==> config.mk <==
export PLATFORM = sky130hd
export DESIGN_NAME = alarm_multi_flat
export DESIGN_NICKNAME = d
export VERILOG_FILES = /design/src/rtl/alarm_multi_if.sv /design/src/rtl/alarm_multi.sv /design/src/flat_wrapper.sv
export SDC_FILE = /design/constraint.sdc
export NUM_CORES = 1
export LEC_CHECK = 0
export ABC_CLOCK_PERIOD_IN_PS = 3000
export CORE_MARGIN = 1
export CORE_UTILIZATION = 42
export DETAILED_ROUTE_END_ITERATION = 10
export GPL_TIMING_DRIVEN = 0
export SLEW_MARGIN = 20
export SYNTH_ARGS = -nofsm -noshare
export SYNTH_HDL_FRONTEND = slang
export SYNTH_SLANG_ARGS = --single-unit
==> constraint.sdc <==
create_clock -name clk -period 3 [get_ports clk]
set_input_delay 0.6 -clock clk [delete_from_list [all_inputs] [get_ports clk]]
set_output_delay 0.6 -clock clk [all_outputs]
set_load 0.02 [all_outputs]
==> src/rtl/alarm_multi_if.sv <==
// alarm_multi_if: time, load, readback, user-request and LED signals of the multi-channel alarm.
interface alarm_multi_if #(
   parameter int NUM_ALARMS = 4,
   parameter int LED_WIDTH  = 9
);
   localparam int SEL_W = NUM_ALARMS > 1 ? $clog2(NUM_ALARMS) : 1;
   logic                  sec_tick;
   logic [3:0]            time_sec0, time_sec1, time_min0, time_min1;
   logic [NUM_ALARMS-1:0] alarm_en;
   logic                  load_en;
   logic [SEL_W-1:0]      load_sel;
   logic [3:0]            load_sec0, load_sec1, load_min0, load_min1;
   logic [SEL_W-1:0]      rd_sel;
   logic [3:0]            rd_sec0, rd_sec1, rd_min0, rd_min1;
   logic                  snooze, dismiss;
   logic [LED_WIDTH-1:0]  led;
   logic                  ringing, snoozing;
   logic [SEL_W-1:0]      active_idx;
   logic                  load_err;
   modport master (
      output sec_tick, time_sec0, time_sec1, time_min0, time_min1, alarm_en,
             load_en, load_sel, load_sec0, load_sec1, load_min0, load_min1,
             rd_sel, snooze, dismiss,
      input  rd_sec0, rd_sec1, rd_min0, rd_min1, led, ringing, snoozing,
             active_idx, load_err
   );
   modport slave (
      input  sec_tick, time_sec0, time_sec1, time_min0, time_min1, alarm_en,
             load_en, load_sel, load_sec0, load_sec1, load_min0, load_min1,
             rd_sel, snooze, dismiss,
      output rd_sec0, rd_sec1, rd_min0, rd_min1, led, ringing, snoozing,
             active_idx, load_err
   );
endinterface

==> src/rtl/alarm_multi.sv <==
// alarm_multi: NUM_ALARMS BCD mm:ss alarm channels sharing one ring/snooze FSM that drives the LED bank.
module alarm_multi #(
   parameter int NUM_ALARMS  = 4,
   parameter int LED_WIDTH   = 9,
   parameter int RING_SECS   = 30,
   parameter int SNOOZE_SECS = 300
) (
   input logic          clk,
   input logic          rst_n,
   alarm_multi_if.slave bus
);
   localparam int SEL_W = NUM_ALARMS > 1 ? $clog2(NUM_ALARMS) : 1;
   localparam int RW    = $clog2(RING_SECS + 1);
   localparam int SW    = $clog2(SNOOZE_SECS + 1);

   typedef enum logic [1:0] {IDLE, RINGING, SNOOZE} state_e;

   state_e           state_q, state_d;
   logic [RW-1:0]    ring_cnt_q, ring_cnt_d;
   logic [SW-1:0]    snz_cnt_q, snz_cnt_d;
   logic             blink_q, blink_d;
   logic [SEL_W-1:0] active_idx_q, active_idx_d, hit_idx;
   logic             match_prev_q, any_match, load_ok, load_err_q;
   logic [15:0]      set_q [NUM_ALARMS];
   logic [15:0]      cur_time, load_val, rd_val;

   assign cur_time = {bus.time_min1, bus.time_min0, bus.time_sec1, bus.time_sec0};
   assign load_val = {bus.load_min1, bus.load_min0, bus.load_sec1, bus.load_sec0};
   assign load_ok  = 32'(bus.load_sel) < NUM_ALARMS && bus.load_min0 <= 4'd9 &&
                     bus.load_sec0 <= 4'd9 && bus.load_min1 <= 4'd5 && bus.load_sec1 <= 4'd5;
   assign rd_val   = 32'(bus.rd_sel) < NUM_ALARMS ? set_q[bus.rd_sel] : '0;
   assign {bus.rd_min1, bus.rd_min0, bus.rd_sec1, bus.rd_sec0} = rd_val;

   // Scan downwards so the lowest matching channel wins.
   always_comb begin
      any_match = 1'b0;
      hit_idx   = '0;
      for (int i = NUM_ALARMS - 1; i >= 0; i--)
         if (bus.alarm_en[i] && set_q[i] == cur_time) begin
            any_match = 1'b1;
            hit_idx   = SEL_W'(i);
         end
   end

   always_ff @(posedge clk or negedge rst_n)
      if (!rst_n) begin
         for (int i = 0; i < NUM_ALARMS; i++) set_q[i] <= '0;
         load_err_q <= 1'b0;
      end else begin
         if (bus.load_en && load_ok) set_q[bus.load_sel] <= load_val;
         load_err_q <= bus.load_en && !load_ok;
      end

   always_comb begin
      state_d      = state_q;
      ring_cnt_d   = ring_cnt_q;
      snz_cnt_d    = snz_cnt_q;
      blink_d      = blink_q;
      active_idx_d = active_idx_q;
      unique case (state_q)
         IDLE:
            if (any_match && !match_prev_q) begin
               state_d      = RINGING;
               active_idx_d = hit_idx;
               ring_cnt_d   = RW'(RING_SECS);
               blink_d      = 1'b1;
            end
         RINGING:
            if (bus.dismiss) state_d = IDLE;
            else if (bus.snooze) begin
               state_d   = SNOOZE;
               snz_cnt_d = SW'(SNOOZE_SECS);
            end else if (!bus.alarm_en[active_idx_q]) state_d = IDLE;
            else if (bus.sec_tick) begin
               ring_cnt_d = ring_cnt_q - RW'(1);
               blink_d    = !blink_q;
               if (ring_cnt_q == RW'(1)) state_d = IDLE;
            end
         SNOOZE:
            if (bus.dismiss || !bus.alarm_en[active_idx_q]) state_d = IDLE;
            else if (bus.sec_tick) begin
               snz_cnt_d = snz_cnt_q - SW'(1);
               if (snz_cnt_q == SW'(1)) begin
                  state_d    = RINGING;
                  ring_cnt_d = RW'(RING_SECS);
                  blink_d    = 1'b1;
               end
            end
         default: state_d = IDLE;
      endcase
   end

   always_ff @(posedge clk or negedge rst_n)
      if (!rst_n) begin
         state_q      <= IDLE;
         ring_cnt_q   <= '0;
         snz_cnt_q    <= '0;
         blink_q      <= 1'b0;
         active_idx_q <= '0;
         match_prev_q <= 1'b0;
      end else begin
         state_q      <= state_d;
         ring_cnt_q   <= ring_cnt_d;
         snz_cnt_q    <= snz_cnt_d;
         blink_q      <= blink_d;
         active_idx_q <= active_idx_d;
         match_prev_q <= any_match;
      end

   assign bus.ringing    = state_q == RINGING;
   assign bus.snoozing   = state_q == SNOOZE;
   assign bus.led        = bus.ringing ? (blink_q ? '1 : '0) : (bus.snoozing ? LED_WIDTH'(1) : '0);
   assign bus.active_idx = active_idx_q;
   assign bus.load_err   = load_err_q;
endmodule

==> src/flat_wrapper.sv <==
// flat-port wrapper written by rule: the top's interface ports become plain ports
module alarm_multi_flat 
#(
   parameter int NUM_ALARMS  = 4,
   parameter int LED_WIDTH   = 9,
   parameter int RING_SECS   = 30,
   parameter int SNOOZE_SECS = 300
)
  (clk, rst_n, bus_sec_tick, bus_time_sec0, bus_time_sec1, bus_time_min0, bus_time_min1, bus_alarm_en, bus_load_en, bus_load_sel, bus_load_sec0, bus_load_sec1, bus_load_min0, bus_load_min1, bus_rd_sel, bus_snooze, bus_dismiss, bus_rd_sec0, bus_rd_sec1, bus_rd_min0, bus_rd_min1, bus_led, bus_ringing, bus_snoozing, bus_active_idx, bus_load_err);
  alarm_multi_if #(.NUM_ALARMS(NUM_ALARMS), .LED_WIDTH(LED_WIDTH)) bus_i ();
  input logic clk;
  input logic rst_n;
  input wire logic [$bits(bus_i.sec_tick)-1:0] bus_sec_tick;
  input wire logic [$bits(bus_i.time_sec0)-1:0] bus_time_sec0;
  input wire logic [$bits(bus_i.time_sec1)-1:0] bus_time_sec1;
  input wire logic [$bits(bus_i.time_min0)-1:0] bus_time_min0;
  input wire logic [$bits(bus_i.time_min1)-1:0] bus_time_min1;
  input wire logic [$bits(bus_i.alarm_en)-1:0] bus_alarm_en;
  input wire logic [$bits(bus_i.load_en)-1:0] bus_load_en;
  input wire logic [$bits(bus_i.load_sel)-1:0] bus_load_sel;
  input wire logic [$bits(bus_i.load_sec0)-1:0] bus_load_sec0;
  input wire logic [$bits(bus_i.load_sec1)-1:0] bus_load_sec1;
  input wire logic [$bits(bus_i.load_min0)-1:0] bus_load_min0;
  input wire logic [$bits(bus_i.load_min1)-1:0] bus_load_min1;
  input wire logic [$bits(bus_i.rd_sel)-1:0] bus_rd_sel;
  input wire logic [$bits(bus_i.snooze)-1:0] bus_snooze;
  input wire logic [$bits(bus_i.dismiss)-1:0] bus_dismiss;
  output wire logic [$bits(bus_i.rd_sec0)-1:0] bus_rd_sec0;
  output wire logic [$bits(bus_i.rd_sec1)-1:0] bus_rd_sec1;
  output wire logic [$bits(bus_i.rd_min0)-1:0] bus_rd_min0;
  output wire logic [$bits(bus_i.rd_min1)-1:0] bus_rd_min1;
  output wire logic [$bits(bus_i.led)-1:0] bus_led;
  output wire logic [$bits(bus_i.ringing)-1:0] bus_ringing;
  output wire logic [$bits(bus_i.snoozing)-1:0] bus_snoozing;
  output wire logic [$bits(bus_i.active_idx)-1:0] bus_active_idx;
  output wire logic [$bits(bus_i.load_err)-1:0] bus_load_err;
  assign bus_i.sec_tick = bus_sec_tick;
  assign bus_i.time_sec0 = bus_time_sec0;
  assign bus_i.time_sec1 = bus_time_sec1;
  assign bus_i.time_min0 = bus_time_min0;
  assign bus_i.time_min1 = bus_time_min1;
  assign bus_i.alarm_en = bus_alarm_en;
  assign bus_i.load_en = bus_load_en;
  assign bus_i.load_sel = bus_load_sel;
  assign bus_i.load_sec0 = bus_load_sec0;
  assign bus_i.load_sec1 = bus_load_sec1;
  assign bus_i.load_min0 = bus_load_min0;
  assign bus_i.load_min1 = bus_load_min1;
  assign bus_i.rd_sel = bus_rd_sel;
  assign bus_i.snooze = bus_snooze;
  assign bus_i.dismiss = bus_dismiss;
  assign bus_rd_sec0 = bus_i.rd_sec0;
  assign bus_rd_sec1 = bus_i.rd_sec1;
  assign bus_rd_min0 = bus_i.rd_min0;
  assign bus_rd_min1 = bus_i.rd_min1;
  assign bus_led = bus_i.led;
  assign bus_ringing = bus_i.ringing;
  assign bus_snoozing = bus_i.snoozing;
  assign bus_active_idx = bus_i.active_idx;
  assign bus_load_err = bus_i.load_err;
  alarm_multi #(.NUM_ALARMS(NUM_ALARMS), .LED_WIDTH(LED_WIDTH), .RING_SECS(RING_SECS), .SNOOZE_SECS(SNOOZE_SECS)) u_core (.clk(clk), .rst_n(rst_n), .bus(bus_i));
endmodule
Word-level counts from Yosys, hierarchy flattened:

Index checks and enable logic that the tools add are counted.

* flip-flop bits (word level): 85
* bits in latches: 0
* RAM bits: 0
* memory bits (read-only): 0
* bits of input ports: 46
* word-level logic and storage cells: 119
* memories kept: 0

* add/sub/neg operators: 2
* multipliers: 0
* divide/modulo/power cells: 0
* order comparisons: 8
* eq/ne operators: 21
* shifts and indexed selects: 0
* mux-type cells: 52
* bitwise operators: 2
* reductions and logical operators: 23

Operator list (number)
* $bwmux 64: 1
* $eq 16x16->1: 4
* $mux 9: 6
* $mux 16: 3
* $mux 5: 8
* $bmux 16 s2: 1
* $demux 16 s2: 1
* $mux 2: 13
* $pmux 9 s2: 1
* $ne 2x2->1 const B: 8
* $pmux 5 s3: 1
* $mux 1: 14
* $logic_and 1x1->1: 11
* $ne 5x5->1 const B: 2
* $reduce_and 5->1: 2
* $eq 9x1->1 const B: 1
* $reduce_and 9->1: 1
* $sub 9x1->9 const B: 1
* $le 4x3->1 const B: 2
* $le 4x4->1 const B: 2
* $ge 3x3->1 const B: 2
* $ne 3x3->1 const B: 2
* $not 2->3: 2
* $pmux 2 s3: 1
* other kinds (15): 18

Logic depth before layout (Yosys ltp):

* depth in word-level cells: 9
* mapped depth: 9
* depth with buffers taken out: 9

Worst setup path before layout:

No wires, ideal clock.

* path type: input-to-output
* start: in bus_rd_sel[0]
* end: out bus_rd_min0[0]
* arrival time: 2.144 ns
* required time: 2.400 ns
* setup slack: 0.256 ns
* cell stages on the path: 3
* path through: clkbuf_1 > buf_1 > mux4_2

* longest elaborated chain between the ends: 4

Ends and longest elaborated chain
* from (decl): line flat_wrapper.sv:25 `input wire logic [$bits(bus_i.rd_sel)-1:0] bus_rd_sel;`
* $not 2->3 (implied by the code): line alarm_multi.sv:31 `assign rd_val = 32'(bus.rd_sel) < NUM_ALARMS ? set_q[bus.rd_sel] : '0;`
* $bmux 16 s2: line alarm_multi.sv:31
* $mux 16 (implied by the code) (2 in series): line alarm_multi.sv:31
* to (decl): line flat_wrapper.sv:30 `output wire logic [$bits(bus_i.rd_min0)-1:0] bus_rd_min0;`

Every way passes these cells. The select of a mux whose other input is x is not followed.

Worst setup path in the final report:

* start: in bus_rd_sel[0]
* end: out bus_rd_min0[3]

Same word-level chain as after synthesis.

==> run metrics <==
Routed WL 12,000 µm; nets 531; Static Leak 0.00271 µW; Final Setup Violations 0; synth cell count leaders dfrtp_1, xnor2_1, mux2_2; GRT overflow 0; Final Instance Area 6040 µm²; Yosys warning count 0; share of the synthesized area in the top cell type 0.437; post-route minimum period 2.91 ns; Gates resized, CTS repair 12; Clock Sinks 85; sequence of cells on the critical path clkbuf_2, buf_4, mux4_2, clkdlybuf4s50_1; Post-Syn Area per Cell 11.9 µm²; Rows 38; Clock Path Buffers 2; largest net degree at the start of global routing 54; WP data arrival 2.31 ns; Hold WS about 0.21 ns; Pwr Total 3200 µW; Antenna Nets Post-Route 0; Post-synth EDFFs 0; vias in the first global route 3,467; Die Span X roughly 110 µm; maxcap violations 0; Pre-antenna DRT Iters 4; core area roughly 11,000 µm²; final max-slew violation count 0; CTS H-tree lvls 3; R2R cell count 9; die area 12,000 µm²; RSZ-0062 raised after global routing false; Achievable Freq 344 MHz; Mapped Cells 407; crit path capture type output port; WP data required between 2 and 2.5 ns; initial antenna violation count 0; number of vias per cell 5.34; CP Max Fanout 10; Worst-path clk slew 0.06 ns; ranking of synthesized cells by area dfrtp_1, mux2_2, xnor2_1, mux4_2, xor2_1; r2r startpoint u_core.snz_cnt_q[1]; post-synth cell types 51; R2R Setup Slk 0.61 ns; area growth from synthesis to final layout 24.3%; CTS Buf Count 9; Peak supply drop 0.339 mV; relative slew slack 0.682; hold crit path type input port to async pin; area leader, netlist dfrtp_1; Ports 76; sequential area share after synthesis 0.437; Placer Congestion approximately 0.77; DR iter-0 viols 115; Detail Placement HPWL 8940 µm; CTS tree done; clock latency on the worst-skew pair around 0.34 ns; Setup Skew 0.00648 ns; layout cells sized above 1 0.260; FFs w/ async S/R, synth 1.00; antenna cells 0; first-pass GRT wire length around 19,000 µm; Crit-path slowest cell mux4_2; critical path class input port to output port; wire length per cell 19.2 µm; Die Ht 110 µm; Final Hold Fails 0; top-count cell post-synth dfrtp_1; worst r2r dst u_core.blink_q; Yosys reg bits 85; postcts setup bufs 0; status completed; Most used DFF post-synth dfrtp_1; Placed Area between 5000 and 6000 µm²; CP peak stage delay 0.57 ns; Cell Area, Synth 4860 µm²; net count after synthesis 457; PD cells 529 nW/µm²; Worst-Margin Slew 0.475 ns; GRT Overall Usage 0.221; CTS Root Cell clkbuf_16; # DRC 0; period utilisation layout 0.970; port bufs 62; total vias in the final route 3,337; CP startpoint kind input port; hold_buf cts 0; Starting Density 0.439
## worst max-delay path by stage
stage / startpoint / end / slack, ns
2_1_floorplan: bus_rd_sel[0] / bus_rd_min0[0] / 0.26
3_3_place_gp: rst_n / u_core.set_q[10] / -1.95
3_5_place_dp: bus_rd_sel[0] / bus_rd_min0[3] / -0.73
4_1_cts: u_core.state_q[0] / bus_led[7] / 0.002
5_1_grt: bus_rd_sel[0] / bus_rd_min0[3] / 0.02
6_report: bus_rd_sel[0] / bus_rd_min0[3] / 0.09
## stage by stage
step                      setup TNS (ns)  instances  utilization  setup slack, ns
final                                  0        625        0.546           0.0908
after global routing                   0        625        0.546           0.0177
after detailed placement          -22.30        610        0.513           -0.728
after global placement           -187.50        609        0.511            -1.95
after floorplan                        0        407            -            0.256
after CTS                              0        625        0.545          0.00205
## flip-flops by register name (all words and copies together), names as in the netlist
signal / flops
u_core.blink_q: 1
u_core.bus.active_idx: 2
u_core.bus.load_err: 1
u_core.match_prev_q: 1
u_core.ring_cnt_q: 5
u_core.set_q: 64
u_core.snz_cnt_q: 9
u_core.state_q: 2
## routing by layer
metal | GRT usage | part of all wire | vias to the layer above
met5 | 0 | 0 | -
met4 | 0.0990 | 0.032 | 0
met3 | 0.0468 | 0.039 | 21
met2 | 0.364 | 0.49 | 79
met1 | 0.278 | 0.44 | 1668
li1 | - | - | 1569
## critical path, delay by kind of cell
kind	cells	cell delay, ns
multiplexers	1	0.57
buffers and inverters	3	1.13
## where the power goes
part           leakage (µW)  switching, µW  internal, µW  total, µW
Sequential          0.00115           99.2          1250       1350
Combinational       0.00140            275           327        602
Clock              0.000161            446           793       1240
## cells by family after synthesis
logic type	count (synthesis)	share of synthesized area
AOI/OAI and AO/OA	27	0.0484
adders and majority gates	4	0.0103
and+or+nand+nor	108	0.120
buffers and inverters	37	0.0407
DFF	85	0.437
muxes	75	0.214
xor gates and xnor gates	71	0.129
## final cells by class
cell class	count	area [µm²]
Buffer	27	175
Multi-Input combinational cell	285	2550
Inverter	10	37.5
Clock inverter	3	67.6
Timing Repair Buffer	63	646
Fill cell	977	5030
Sequential cell	85	2130
Tap cell	140	175
Clock buffer	12	267
## placed cells by master (no fill, tap or decap), types with 7 or more instances in the layout
master,instances
buf_4,10
nand3_1,9
nand2_1,28
mux4_2,17
and2_1,10
clkbuf_16,9
nor4_1,7
nor2_1,18
inv_1,10
nand4_1,8
clkbuf_2,7
mux2_1,9
clkdlybuf4s50_1,61
xor2_1,17
xnor2_1,53
mux2_2,48
buf_2,7
dfrtp_1,85
No activity file was read; power rests on OpenSTA's default activity.
